<file path="src/rtl/counter_capture.sv">
// counter_capture: FWFT capture queue for counter samples with drop flag and saturating wrap counter.
module counter_capture #(
  parameter int WIDTH = 8,
  parameter int DEPTH = 4
) (
  input  logic                     clk,
  input  logic                     reset,
  input  logic [WIDTH-1:0]         data_in,
  input  logic                     sample,
  input  logic                     rd_ready,
  output logic                     rd_valid,
  output logic [WIDTH-1:0]         rd_data,
  output logic [$clog2(DEPTH):0]   count,
  output logic                     overflow,
  input  logic                     clr_ovf,
  output logic [7:0]               wrap_cnt
);
  localparam int AW = $clog2(DEPTH);
  localparam logic [AW:0] FULL = (AW+1)'(DEPTH);
  logic [WIDTH-1:0] mem [DEPTH];
  logic [AW-1:0] head, tail;
  logic [WIDTH-1:0] prev;
  logic prev_ok, pop, push, drop, wrap;
  assign rd_valid = count != '0;
  assign rd_data = mem[head];
  assign pop = rd_valid && rd_ready;
  assign push = sample && (count != FULL || pop);
  assign drop = sample && !push;
  assign wrap = prev_ok && prev == '1 && data_in == '0;
  always_ff @(posedge clk)
    if (push) mem[tail] <= data_in;
  always_ff @(posedge clk) begin
    if (reset) begin
      head <= '0;
      tail <= '0;
      count <= '0;
      overflow <= 1'b0;
      wrap_cnt <= '0;
      prev_ok <= 1'b0;
      prev <= '0;
    end else begin
      prev <= data_in;
      prev_ok <= 1'b1;
      if (pop) head <= head + AW'(1);
      if (push) tail <= tail + AW'(1);
      if (push && !pop) count <= count + 1'b1;
      else if (pop && !push) count <= count - 1'b1;
      // a drop in the same cycle as a clear keeps the flag set
      if (drop) overflow <= 1'b1;
      else if (clr_ovf) overflow <= 1'b0;
      if (wrap && wrap_cnt != 8'hFF) wrap_cnt <= wrap_cnt + 8'd1;
    end
  end
endmodule
</file>
<file path="config.mk">
export PLATFORM = sky130hd
export DESIGN_NAME = counter_capture
export DESIGN_NICKNAME = d
export VERILOG_FILES = /design/src/rtl/counter_capture.sv
export SDC_FILE = /design/constraint.sdc
export NUM_CORES = 1
export LEC_CHECK = 0
export ABC_CLOCK_PERIOD_IN_PS = 4600
export BUFFER_PORTS_ARGS = -buffer_cell sky130_fd_sc_hd__buf_4
export CORE_ASPECT_RATIO = 1.4
export CORE_MARGIN = 3
export CORE_UTILIZATION = 35
export DETAILED_ROUTE_END_ITERATION = 16
export HOLD_SLACK_MARGIN = 0.06
export PLACE_DENSITY_LB_ADDON = 0.05
export SYNTH_ARGS = -nofsm -noshare
export SYNTH_HDL_FRONTEND = slang
export SYNTH_SLANG_ARGS = --single-unit
</file>
<file path="constraint.sdc">
create_clock -name clk -period 4.6 [get_ports clk]
set_clock_uncertainty 0.05 [all_clocks]
set_input_delay 0.23 -clock clk [delete_from_list [all_inputs] [get_ports clk]]
set_output_delay 0.23 -clock clk [all_outputs]
set_load 0.05 [all_outputs]
</file>
# After elaboration in Yosys (flattened, before gate mapping)
# Memory sizes are Yosys's and may differ from the RTL's. A register that Yosys moved wholly into a read port is not among the register bits.
# Cells that the tools add are included.
# totals
ram_bits,32
output_inout_bits,21
mem_count,1
input_bits,13
wordCells,40
reg_bits,25
# memory_table
memory,words,width,rd,rd_ports_with_merged_regs,write_ports,line,source
mem,4,8,1,1,1,20,logic [WIDTH-1:0] mem [DEPTH];
# classes
n_eq_ne,3
add_sub_neg,5
n_mux,9
n_reduce_logical,15
# ops
cell,count
8-bit by 1-bit adder with 8-bit output (second input constant),1
8-bit == test (second input constant),1
1-bit logical AND,8
8-bit logical NOT,1
8-bit != test (second input constant),1
3-bit two-way mux,2
1-bit two-way mux,5
2-bit by 1-bit adder with 2-bit output (second input constant),2
2-bit two-way mux,2
2-bit nonzero test,2
3-bit by 1-bit adder with 3-bit output (second input constant),1
3-bit != test (second input constant),1
3-bit nonzero test,1
3-bit by 1-bit subtractor with 3-bit output (second input constant),1
1-bit logical NOT,2
1-bit logical OR,1

# Logic depth before layout (Yosys ltp)
# depth
word_depth,8
ltp_mapped,9
depth_no_buf,8

# Least setup slack after synthesis
# OpenSTA, ideal clock, no wires.
# synth_timing
kind,register to register
startpoint,register count[0]
endpoint,register count[2]
n_path_buf,0
setup_time_ns,0.070
path_slack_ns,1.947
period_less_slack_ns,2.653
required_time_ns,4.480
t_arrival_ns,2.532
stages_incl_launch_ff,9
path_cell_list,dfxtp_1 or3_1 nand2_1 ha_1 inv_1 fa_1 xor2_1 or3_1 a21oi_1
# synth_via
elab_chain_len,7
elab_cells_between_ends,14
cone_classes,add/sub (2); eq/ne (1); mux (2); reduce/logical (9)
# synth_lines
item,line,source
"start, declared",13,"output logic [$clog2(DEPTH):0] count,"
"start signal, assigned",46,if (push && !pop) count <= count + 1'b1;
"start signal, assigned",47,else if (pop && !push) count <= count - 1'b1;
3-bit nonzero test (*),24,assign rd_valid = count != '0;
net rd_valid,11,"output logic rd_valid,"
1-bit logical AND (*),26,assign pop = rd_valid && rd_ready;
1-bit logical OR,27,assign push = sample && (count != FULL || pop);
1-bit logical AND,27,
1-bit logical NOT,47,
1-bit logical AND,47,
2-bit nonzero test (no line),--,
# The timed path passes the listed nets; every way through them passes the cells marked *. The select of a mux whose other input is x is not followed.
# A chain may end at the register's enable or synchronous reset.

# Worst setup path in the final report
# layout_timing
startpoint,register count[0]
endpoint,register count[2]
# layout_via
elab_chain_len,7
elab_cells_between_ends,14
cone_classes,add/sub (2); eq/ne (1); mux (2); reduce/logical (9)
# layout_lines
item
"parallel branches: the longest is 7 deep, another holds 3-bit by 1-bit subtractor with 3-bit output"
# Parallel ways; which one is timed is not known. The select of a mux whose other input is x is not followed.

==> out/summary.txt <==
#FFs+latches synth -> 59
Starting Density -> 36.8%
final hold violation count -> 0
combinational share of power -> 30.4%
vias in the first global route -> 1459
RR Endpoint -> count[2]
later-pin clock latency in the skew report -> 0.32 ns
register area -> 0.00150 mm2
post-synthesis instance area -> 0.00233 mm2
Fmax -> 419 MHz
Worst VDD drop -> 0.000410 V
via count -> 1436
Initial DRC Count -> 85
slew of the pin with the lowest slew margin -> 0.553 ns
synthesized netlist cell count -> 170
Cells on Worst Hold Path -> 1
crit path launch -> count[0]
Total Routing Usage GR -> 12.9%
Hold WC Path Type -> input pin to flip-flop
clock tree from TritonCTS -> done
library cells used by synthesis -> 34
Worst-path clk slew -> 0.06 ns
maxcap violations -> 0
clock sink count -> 59
sw power -> 0.526 mW
fill cell count -> 605
TNS Setup -> 0 ns
Avg Inst Size Synth -> 13.7 um2
minimum clock period after layout -> 2.39 ns
Arrival @ worst endpoint -> 2.59 ns
CP Capture Type -> flip-flop
die area -> 0.00769 mm2
P_leak -> 1.04 nW
Placer Congestion -> 0.722
Worst R2R Setup Slack -> 2.21 ns
hold_sp -> data_in[1]
cts bufs inserted -> 9
Slew Viols, Final -> 0
Tcrit/Tclk final -> 51.9%
initial antenna violation count -> 0
total gr overflow -> 0
number of flops mapped to enable cells by yosys -> 32
H-Tree Depth -> 3
Crit Path Max Fanout -> 7
CTS max path bufs -> 2
total wire length -> 4440 um
post-route ant nets -> 0
RSZ-0062 raised after global routing -> no
CTS Hold Buffers Added -> 4
antenna cells -> 0
Rows -> 34
IO Count -> 34
global-route wire length before repair -> 7150 um
Reg power frac -> 43.8%
FFs w/ async S/R, synth -> 0%
# nets final -> 230
largest net degree at the start of global routing -> 28
Req. time, crit path -> 4.80 ns
critical path class -> flip-flop to flip-flop
share of cells above drive strength 1 -> 26.0%
clock network power share -> 25.8%
Post-CTS Resized -> 0
Root Driver -> clkbuf_8
Finished Layout Cells -> 287
sequential area share after synthesis -> 64.4%
PD cells -> 534 mW/mm2
Mapped Nets -> 190
Hold Crit Endpoint -> mem[2][1]
internal power -> 0.991 mW
DP HPWL -> 3110 um
Die Y -> 103 um
Reg2Reg Launch Point -> count[0]
placed cells -> 267
final setup fails -> 0
Post-CTS Setup Repair Bufs -> 0
footprint of the multi-input gates -> 773 um2
area growth from synthesis to layout -> 21.8%
Worst slew margin -> 63.1%
Main synth FF type -> edfxtp_1
R2R depth -> 8
Die Span X -> 75.0 um
sw frac -> 34.7%
status -> finished clean
vias per inst -> 5.00
first drt pass iteration count -> 4
Yosys warnings -> 0
core area -> 0.00634 mm2
DR WL/cell -> 15.5 um
Worst setup SP type -> flip-flop
Port Buf Inserts -> 33
DRC viols -> 0
## final cells by class
type	count	area share, %
inverter	7	0.925
multi-input combinational	96	27.2
tap	72	3.17
clock buffer	12	5.11
sequential	59	52.8
clock inverter	4	0.616
timing repair buffer	37	10.1
## power groups by stage
stage               combinational (mW)  clock (mW)  sequential (mW)
floorplan                        0.317           0            0.689
global placement                 0.451           0            0.676
detailed placement               0.462           0            0.681
CTS                              0.470       0.408            0.670
global route                     0.491       0.430            0.677
finish                           0.461       0.391            0.665
## cell usage in the layout, fill, tap and decap left out, types with 2 or more instances in the layout
| master | n |
|---|---|
| clkbuf_8 | 10 |
| edfxtp_1 | 32 |
| o31ai_1 | 3 |
| nor2b_1 | 10 |
| inv_1 | 7 |
| a21oi_1 | 8 |
| nand4_1 | 2 |
| or3_1 | 6 |
| dlygate4sd3_1 | 4 |
| or4_1 | 3 |
| mux4_2 | 8 |
| nor2_1 | 12 |
| clkinv_1 | 2 |
| dfxtp_1 | 27 |
| xor2_1 | 4 |
| ha_1 | 6 |
| or4_4 | 2 |
| nand3_1 | 4 |
| nand2_1 | 5 |
| clkinv_2 | 2 |
| o21ai_0 | 4 |
| and2_1 | 4 |
| and3_1 | 2 |
| clkbuf_1 | 2 |
| mux2i_1 | 2 |
| buf_4 | 33 |
## cells by family after synthesis
logic type	Yosys count	share of synthesized area [%]
xor gates and xnor gates	5	1.88
buffers and inverters	15	2.47
DFF	59	64.4
AOI/OAI and AO/OA	18	4.56
muxes	11	9.07
adders and majority gates	7	4.08
and+or+nand+nor	55	13.6
## worst max path at each step
stage / depth (start not counted) / slack, ns / to
2_1_floorplan: 8 / 1.95 / count[2]
3_3_place_gp: 8 / 2.34 / count[2]
3_5_place_dp: 8 / 2.22 / count[2]
4_1_cts: 8 / 2.19 / count[2]
5_1_grt: 8 / 2.03 / count[2]
6_report: 8 / 2.21 / count[2]
## state kept, by name, summed over array words and instances, names as in the netlist, named ones only
name	cells
overflow	1
head	2
count	3
tail	2
prev_ok	1
prev	8
wrap_cnt	8
mem	32
## per-stage QoR
step	power, mW	cell area [um2]	hold slack (ns)	setup WS [ns]	util (%)
CTS	1.55	2840	0.0606	2.19	44.8
floorplan	1.01	2330	0.279	1.95	-
global route	1.60	2840	0.0710	2.03	44.8
detailed placement	1.14	2640	0.402	2.22	41.6
global placement	1.13	2640	0.403	2.34	41.6
finish	1.52	2840	0.0749	2.21	44.8
## routing by layer
layer  up-vias  track usage, %  share of wire (%)
met5         -               0                  0
met1       693            14.9                 42
met4         0            8.22                2.9
li1        705               -                  -
met3        10            2.44                2.8
met2        28            21.4                 52
## synth_stat cells, types with 2 or more instances
library cell | instances | area, um2
o31ai_1 | 3 | 22.5
clkbuf_1 | 5 | 18.8
or4_4 | 2 | 22.5
xor2_1 | 4 | 35.0
mux4_2 | 8 | 180
nand3_1 | 4 | 20.0
nor2_1 | 12 | 45.0
nor2b_1 | 10 | 62.6
or4_1 | 3 | 22.5
and2_1 | 4 | 25.0
dfxtp_1 | 27 | 541
buf_1 | 2 | 7.51
o21ai_0 | 4 | 20.0
inv_1 | 7 | 26.3
or3_1 | 6 | 37.5
mux2i_1 | 2 | 20.0
and3_1 | 2 | 12.5
ha_1 | 6 | 75.1
edfxtp_1 | 32 | 961
nand2_1 | 5 | 18.8
nand4_1 | 2 | 12.5
a21oi_1 | 8 | 40.0
## worst max-delay path, cell delays in order, from the launching register on
cell and delay, ns:
dfxtp_1 0.43, nor4b_1 0.11, nor2b_1 0.38, ha_1 0.27, inv_1 0.07, fa_1 0.39, xor2_1 0.16, or3_1 0.31
a21oi_1 0.14
(Power assumes the default switching activity.)
